`src/rtl/silly_function_pkg.sv`:
```
`default_nettype none
// ============================================================================
//  Module   : silly_function_pkg
//  Purpose  : Shared types and the truth table for the silly_function block.
//             Bit i of SILLY_TT is the function value for minterm i = {a,b,c}.
//  Contents : minterm_t, SILLY_TT, tt_lookup()
//  Revision : 1.0 - initial release
// ============================================================================
package silly_function_pkg;

    typedef logic [2:0] minterm_t;

    // Minterms 0, 4 and 5 are true; equivalent to ~b & (a | ~c).
    localparam logic [7:0] SILLY_TT = 8'b0011_0001;

    // Indexing with an X/Z minterm yields X in simulation, so unknown
    // inputs propagate to the output rather than being masked.
    function automatic logic tt_lookup(input minterm_t m);
        return SILLY_TT[m];
    endfunction

endpackage
`default_nettype wire

```
`src/rtl/silly_function_cov.sv`:
```
`default_nettype none
// ============================================================================
//  Module   : silly_function_cov
//  Purpose  : Bank of eight saturating minterm occurrence counters.
//             Every non-reset edge bumps the counter selected by idx_i,
//             unless cov_clr_i is high, in which case all counters clear.
//  Ports    : clk, reset    - clock, synchronous active-high reset
//             idx_i         - minterm sampled this edge
//             cov_sel_i     - counter read select
//             cov_clr_i     - synchronous clear of all counters
//             cov_cnt_o     - counter[cov_sel_i], combinational read
//  Params   : CNT_W         - counter width (>= 1)
//  Revision : 1.0 - initial release
// ============================================================================
module silly_function_cov
    import silly_function_pkg::*;
#(
    parameter int CNT_W = 16
) (
    input  logic             clk,
    input  logic             reset,
    input  minterm_t         idx_i,
    input  logic [2:0]       cov_sel_i,
    input  logic             cov_clr_i,
    output logic [CNT_W-1:0] cov_cnt_o
);

    localparam logic [CNT_W-1:0] C_ONE = CNT_W'(1);

    logic [CNT_W-1:0] cnt_q [8];
    logic [CNT_W-1:0] cnt_d [8];

    for (genvar i = 0; i < 8; i++) begin : g_cnt
        always_comb begin
            cnt_d[i] = cnt_q[i];
            if (cov_clr_i) begin
                cnt_d[i] = '0;
            end else if ((idx_i == minterm_t'(i)) && (cnt_q[i] != '1)) begin
                // Hold at all-ones instead of wrapping.
                cnt_d[i] = cnt_q[i] + C_ONE;
            end
        end

        always_ff @(posedge clk) begin
            if (reset) begin
                cnt_q[i] <= '0;
            end else begin
                cnt_q[i] <= cnt_d[i];
            end
        end
    end

    assign cov_cnt_o = cnt_q[cov_sel_i];

endmodule
`default_nettype wire

```
`src/rtl/silly_function.sv`:
```
`default_nettype none
// ============================================================================
//  Module   : silly_function
//  Purpose  : y = ~b & (a | ~c), as a combinational output and a registered
//             copy alongside the registered minterm index {a,b,c}.
//             Optional per-minterm occurrence counters are built when the
//             macro SILLY_FUNCTION_COV_EN is defined; otherwise cov_cnt is 0
//             and cov_sel/cov_clr are ignored. Port list is identical.
//  Ports    : clk, reset    - clock, synchronous active-high reset
//             a, b, c       - function inputs (a = MSB of minterm index)
//             y             - combinational function output
//             y_q, idx_q    - registered y and {a,b,c}, 1-cycle latency
//             cov_sel       - counter read select
//             cov_clr       - synchronous clear of all counters
//             cov_cnt       - occurrence count of minterm cov_sel
//  Params   : CNT_W         - counter width (>= 1)
//  Revision : 1.0 - initial release
// ============================================================================
module silly_function
    import silly_function_pkg::*;
#(
    parameter int CNT_W = 16
) (
    input  logic             clk,
    input  logic             reset,
    input  logic             a,
    input  logic             b,
    input  logic             c,
    output logic             y,
    output logic             y_q,
    output logic [2:0]       idx_q,
    input  logic [2:0]       cov_sel,
    input  logic             cov_clr,
    output logic [CNT_W-1:0] cov_cnt
);

    minterm_t idx_d;

    assign idx_d = {a, b, c};
    assign y     = tt_lookup(idx_d);

    always_ff @(posedge clk) begin
        if (reset) begin
            y_q   <= 1'b0;
            idx_q <= 3'b000;
        end else begin
            y_q   <= y;
            idx_q <= idx_d;
        end
    end

`ifdef SILLY_FUNCTION_COV_EN
    silly_function_cov #(
        .CNT_W (CNT_W)
    ) u_cov (
        .clk       (clk),
        .reset     (reset),
        .idx_i     (idx_d),
        .cov_sel_i (cov_sel),
        .cov_clr_i (cov_clr),
        .cov_cnt_o (cov_cnt)
    );
`else
    // Coverage controls have no effect in this build.
    logic w_unused_cov;
    assign w_unused_cov = ^{cov_sel, cov_clr};
    assign cov_cnt      = '0;
`endif

endmodule
`default_nettype wire

```
`config.mk`:
```
export PLATFORM = sky130hd
export DESIGN_NAME = silly_function
export DESIGN_NICKNAME = d
export VERILOG_FILES = /design/src/rtl/silly_function_pkg.sv /design/src/rtl/silly_function_cov.sv /design/src/rtl/silly_function.sv
export SDC_FILE = /design/constraint.sdc
export NUM_CORES = 1
export LEC_CHECK = 0
export CAP_MARGIN = 20
export CELL_PAD_IN_SITES_DETAIL_PLACEMENT = 2
export CELL_PAD_IN_SITES_GLOBAL_PLACEMENT = 2
export CORE_ASPECT_RATIO = 1.2
export CORE_MARGIN = 5
export CORE_UTILIZATION = 10
export CTS_CLUSTER_DIAMETER = 40
export DETAILED_ROUTE_END_ITERATION = 10
export GPL_TIMING_DRIVEN = 0
export PLACE_DENSITY = 0.72
export SLEW_MARGIN = 20
export SYNTH_ARGS = -nofsm -noshare
export SYNTH_HDL_FRONTEND = slang
export SYNTH_HIERARCHICAL = 1
export SYNTH_SLANG_ARGS = --single-unit
export TNS_END_PERCENT = 1
```
`constraint.sdc`:
```
create_clock -name clk -period 0.8 [get_ports clk]
set_clock_uncertainty 0.1 [all_clocks]
set_input_delay 0.16 -clock clk [delete_from_list [all_inputs] [get_ports clk]]
set_output_delay 0.16 -clock clk [all_outputs]
set_load 0.03 [all_outputs]
```
# Word-level counts from Yosys, hierarchy flattened
# Memory sizes are Yosys's and may differ from the RTL's.
# Cells that the tools add are included.
[word_totals]
ff_bits = 4
latch_bits = 0
ram_bits = 0
romBits = 8
in_bits = 9
word_cells = 5
n_memories = 1
[memory_table]
columns = ["name", "words", "word_bits", "read_ports", "rd_ports_with_merged_regs", "write_ports", "line", "text"]
rows = [
  ["(name not given)", 8, 1, 1, 0, 0, "silly_function_pkg.sv:19", "return SILLY_TT[m];"],
]
[classes]
addsub = 0
mul = 0
div_mod_pow = 0
n_lt_le_gt_ge = 1
n_eq_ne = 0
shift = 0
mux = 1
bitwise_logic = 0
reduce_logical = 0
[op_table]
columns = ["operator", "count"]
rows = [
  ["3-bit by 4-bit less-than comparator with 1-bit output, second input constant", 1],
  ["1-bit two-way mux", 1],
]

# Depth between registers and ports, before layout
# Gate-level depths: netlist (run 1).
[logic_depth]
word_depth = 2
mapped_depth = 2
ltp_nobuf = 2

# Least setup slack after synthesis (run 1)
# Ideal clock, no wire load.
[synth_timing]
kind = "input to output"
startpoint = "input c"
endpoint = "output y"
t_arrival_ns = 0.675
required_ns = 0.540
path_slack_ns = -0.135
stages = 2
cell_sequence = "nor2b_4 nor2_1"
[synth_between]
elab_chain_cells = 2
[synth_lines]
columns = ["element", "line", "text"]
rows = [
  ["from (decl)", "silly_function.sv:28", "input logic c,"],
  ["memory 8 x 1 bit", "n/a", ""],
  ["1-bit two-way mux (not written as such)", "silly_function_pkg.sv:19", ""],
  ["to (decl)", "silly_function.sv:29", "output logic y,"],
]
# No other way between the ends. The select of a mux whose other input is x is not followed.

# Final worst setup path (run 1)
[layout_timing]
startpoint = "register y_q"
endpoint = "output y_q"
[layout_lines]
columns = ["element", "line", "text"]
rows = [
  ["from (decl)", "silly_function.sv:30", "output logic y_q,"],
  ["from (signal assigned)", "silly_function.sv:47", "y_q <= y;"],
]
# No word-level cell between the ends.

==> results of run 1 <==
==> worst paths after layout <==
kind | from | to | slack [ns] | depth (start not counted)
setup / recovery | y_q | y_q | -0.13 | 1
hold / removal | c | idx_q[0] | 0.06 | 2
==> cells in the mapped netlist, drive strengths merged <==
master,instances
conb,1
nor2b,4
nor2,1
buf,16
nor3,1
dfxtp,4
==> kinds of logic (layout without fill, tap and decap cells) <==
family / count (synthesis) / in the layout / share of synthesized area, %
buffers and inverters: 16 / 29 / 48.0
and+or+nand+nor: 6 / 6 / 18.5
DFF: 4 / 4 / 32.0
other: 1 / 16 / 1.50
==> cell type report <==
| cell class | instances | area, um^2 | area share (%) |
|---|---|---|---|
| flip-flops and latches | 4 | 85.1 | 17.8 |
| clock buffers | 3 | 22.5 | 4.72 |
| multi-input cells | 22 | 109 | 22.8 |
| plain buffers | 16 | 120 | 25.2 |
| repair buffers | 10 | 101 | 21.3 |
| well taps | 31 | 38.8 | 8.14 |
==> where the power goes <==
part | internal (mW) | switching [mW]
logic | 0.106 | 0.162
registers | 0.214 | 0.00448
clock network | 0.168 | 0.0814
total | 0.487 | 0.248
==> sequential cells by signal (all words and copies together), names as in the netlist <==
signal / flops
idx_q: 3
y_q: 1
==> metal layers <==
metal  up-vias  share of wire [%]
li1        105                  -
met4         0                2.7
met2        22                 52
met1        96                 31
met3         4                 14
met5         -                  0
==> metrics by stage <==
| stage | total power [mW] | utilization, % | worst slack [ns] | hold slack, ns | std cells |
|---|---|---|---|---|---|
| 2_1_floorplan | 0.419 | - | 0.00258 | 0.129 | 42 |
| 3_3_place_gp | 0.473 | 18.6 | -0.936 | 0.682 | 82 |
| 3_5_place_dp | 0.475 | 18.6 | -0.944 | 0.693 | 82 |
| 4_1_cts | 0.747 | 20.3 | -0.146 | 0.0664 | 86 |
| 5_1_grt | 0.779 | 20.3 | -0.154 | 0.0645 | 86 |
| 6_report | 0.736 | 20.3 | -0.132 | 0.0622 | 86 |
==> repair_timing <==
item	CTS	global route
endpoints found under the setup margin	6	5
setup buffers	1	0
gates resized for setup	51	0
pin swaps	1	0
==> results by group, run 1 <==
Run status
  – Outcome: finished, violations left
  – Failing checks: setup timing

Synth
  – Synth Warn #: 6
  – Avg Cell Area, Syn: between 9 and 10 um^2
  – Area leader, netlist: buf_4
  – Share of the synthesized area in the top cell type: 48.0%
  – Synth Cell Area: 250 um^2
  – Netlist cell types: 7
  – Yosys reg bits: 4
  – Syn Inst Count: 27
  – Register area share after synthesis: 32.0%
  – Top cells by area, synth: buf_4 48%, dfxtp_1 32%, nor2b_1 7.5%

Cells and area
  – Layout fillers: ~280
  – Commonest non-fill, non-tap cell in the layout: buf_4
  – Layout area overhead: 90.5%
  – Layout cell share with drive strength beyond 1: between 60 and 70%
  – Antenna diodes: 0
  – Most frequent cells in the layout: 17 x buf_4, 16 x conb_1, 6 x buf_6
  – Nets@finish: 66
  – Final instance area: 477 um^2

Timing
  – Worst Slack Setup Final: -0.132 ns
  – Final period util: 117%
  – Max Fclk: ~1100 MHz
  – Setup_tns: -0.594 ns
  – RSZ-0062 raised after global routing: true
  – Minimum clock period: 0.932 ns
  – Endpoints failing setup: 5
  – Final Hold Viols: 0
  – Max-slew violations: 0

Critical path
  – Crit end category: output port
  – CP max stage cell: dfxtp_2
  – Critical path required time: 0.54 ns
  – Worst Path Arrival: 0.67 ns
  – CP bufs+invs: 1
  – Max Fanout on Critical Path: 1
  – Startpoint Class: register
  – Worst path cell trace: buf_6
  – CP Class: register to output port
  – Delay-heaviest family, CP: flip-flops
  – CP peak stage delay: 0.31 ns

Floorplanning
  – IO Pins: 30
  – Die area: approximately 3600 um^2
  – Die W: 55.7 um
  – Initial core utilization: a little over a tenth
  – Row cnt: 19
  – Die height: approximately 65 um
  – Core box area: 2350 um^2

Placement
  – Dpl cell area: 438 um^2
  – DP HPWL: 558 um
  – GPL Wtd Cong: approximately 0.64
  – Port bufs: 9

Worst hold path
  – Worst hold path class: input port to register

GRT
  – Total track usage: 4.46%
  – Grt met2 use: 7.69%
  – Global-route wire length before repair: 1150 um
  – Vias in the first global route: roughly 260
  – Grt met1 use: slightly below 3%
  – Initial antenna violation count: 0
  – Largest net degree at the start of global routing: 5
  – Met3 Usage GRT: 2.58%
  – Gr ovfl total: 0
  – GRT busiest layer: met2

Clock tree
  – Clock Path Buffers: 2
  – Hold buffers post-CTS: 0
  – CTS buffer count: 3
  – CTS tree: yes
  – Htree depth: 1
  – CTS Sinks: 4
  – CTS root buf: clkbuf_4
  – Clk slew on worst S/H paths: 0.04 ns

Pwr
  – Lkg Pwr: 0.260 nW
  – Highest ir drop seen on vdd: 0.352 mV
  – Pwr per Cell Area: 1540 nW/um^2

Drt
  – Via density per instance: between 2 and 3
  – DRT iter0 DRCs: 2
  – Avg WL per Cell: between 8 and 9 um
  – Antenna Violating Nets Remaining: 0
  – DRC violations left: 0
  – DRT Pass-1 Iters: 2
  – Vias: 227
  – DRT Wirelength: 694 um

Flow run
  – Max_cap viols: 0
(Power assumes the default switching activity.)
==> run 2: changes to the inputs <==
--- a/config.mk
+++ b/config.mk
@@ -13,7 +13,6 @@
 export CORE_UTILIZATION = 10
 export CTS_CLUSTER_DIAMETER = 40
 export DETAILED_ROUTE_END_ITERATION = 10
-export GPL_TIMING_DRIVEN = 0
 export PLACE_DENSITY = 0.72
 export SLEW_MARGIN = 20
 export SYNTH_ARGS = -nofsm -noshare
==> run 2 against run 1 <==
The run still ends with setup timing left; total power down 6.8%; clock power up 2%; die area unchanged; cell count down 16%; sequential share of layout area up 5.1 points; sequential power about the same; sequential cell count unchanged; largest power group is now the clock network; critical path type unchanged; routed wire length down 1.6%; critical path depth unchanged.
==> results by group, run 2 (synthesis results as in run 1) <==
Cells and area
  – Final instance area: roughly 370 um^2
  – Most frequent cells in the layout: 16 x conb_1, 6 x buf_6, 4 x dfxtp_2
  – Layout fillers: 273
  – Antenna diodes: 0
  – Max FFs per register: 3
  – Nets@finish: 52
  – Layout cell share with drive strength beyond 1: about 49%
  – Layout area overhead: 48.0%
  – Commonest non-fill, non-tap cell in the layout: conb_1
  – Largest reg by FF count: idx_q
  – Area of the multi-input gates: 109 um^2
  – FF+latch area: roughly 85 um^2
  – Top Registers: idx_q x3, y_q x1

Clock tree
  – Clk slew on worst S/H paths: 0.04 ns
  – Hold buffers post-CTS: 0
  – CTS Sinks: 4
  – CTS tree: yes
  – CTS root buf: clkbuf_4
  – Htree depth: 1
  – CTS buffer count: 3
  – Clock Path Buffers: 2

Worst hold path
  – Hold path startpoint: c
  – Hold worst-path end: idx_q[0]
  – Hold path cells: 2
  – Worst hold path class: input port to register

Pwr
  – Lkg Pwr: 0.182 nW
  – Pwr per Cell Area: 1850 nW/um^2
  – Highest ir drop seen on vdd: 0.359 mV
  – Pwr Total: 0.685 mW

Critical path
  – Startpoint Class: register
  – CP Class: register to output port
  – CP bufs+invs: 1
  – Critical path required time: 0.54 ns
  – Max Fanout on Critical Path: 1
  – CP peak stage delay: 0.32 ns
  – CP max stage cell: dfxtp_2
  – Crit end category: output port
  – Worst Path Arrival: 0.68 ns
  – Delay-heaviest family, CP: flip-flops
  – Worst path cell trace: buf_6

GRT
  – Total track usage: 4.13%
  – Global-route wire length before repair: 1030 um
  – Initial antenna violation count: 0
  – Vias in the first global route: 230
  – Largest net degree at the start of global routing: 5
  – Gr ovfl total: 0

Floorplanning
  – Row cnt: 19
  – Die height: 64.8 um
  – IO Pins: 30
  – Die W: 55.7 um
  – Die area: 3610 um^2
  – Core box area: 2350 um^2
  – Initial core utilization: 10.6%

Timing
  – Hold Worst Slack: 0.0577 ns
  – Minimum clock period: approximately 0.94 ns
  – Max Fclk: between 1000 and 1500 MHz
  – Endpoints failing setup: 5
  – Max-slew violations: 0
  – Final period util: 117%
  – Worst Slack Setup Final: -0.138 ns
  – RSZ-0062 raised after global routing: true
  – Final Hold Viols: 0

Placement
  – Dpl cell area: 320 um^2
  – Port bufs: 9
  – GPL Wtd Cong: 0.646

Drt
  – DRT Wirelength: roughly 700 um
  – DRT iter0 DRCs: 0
  – Vias: 179
  – Avg WL per Cell: roughly 9.5 um
  – Via density per instance: 2.49
  – Antenna Violating Nets Remaining: 0
  – DRT Pass-1 Iters: 1
  – DRC violations left: 0

Flow run
  – Max_cap viols: 0

Run status
  – Failing checks: setup timing
  – Outcome: finished, violations left
-- run 2: power by group --
group / internal [mW] / total (mW) / switching, mW
Clock: 0.168 / 0.253 / 0.0852
Combinational: 0.0591 / 0.214 / 0.155
Sequential: 0.214 / 0.218 / 0.00494
-- run 2: timing repair --
item / in CTS / in global routing
setup buffers: 1 / 0
pin swaps: 1 / 0
setup endpoints to repair: 7 / 5
endpoints found under the hold margin: 0 / 0
gates resized for setup: 20 / 0
-- run 2: cell type report --
class                   count  share of cell area, %
clock buffers               3                   6.08
multi-input cells          22                   29.4
flip-flops and latches      4                   23.0
well taps                  31                   10.5
repair buffers             12                   31.1
-- run 2: layer usage --
metal	wire length, um	GRT usage (%)	vias to the layer above
met5	0	0	-
met4	4	4.56	0
met3	113	2.58	2
met2	410	7.69	20
met1	155	2.37	80
li1	-	-	77
-- run 2: worst max-delay path by stage --
stage                     endpoint  startpoint  cells after the start  slack, ns
after floorplan                  y           c                      2      0.003
after global placement           y           a                      4      -0.44
after detailed placement         y           c                      4      -0.46
after CTS                      y_q         y_q                      1      -0.16
after global routing      idx_q[1]    idx_q[1]                      1      -0.16
final                          y_q         y_q                      1      -0.14
-- run 2: per-stage QoR --
step / instances / setup slack, ns / setup TNS, ns / utilization, %
3_5_place_dp: 68 / -0.455 / -1.52 / 13.6
4_1_cts: 72 / -0.156 / -0.678 / 15.7
3_3_place_gp: 68 / -0.445 / -1.46 / 13.6
2_1_floorplan: 42 / 0.00258 / 0 / -
5_1_grt: 72 / -0.159 / -0.712 / 15.7
6_report: 72 / -0.138 / -0.606 / 15.7
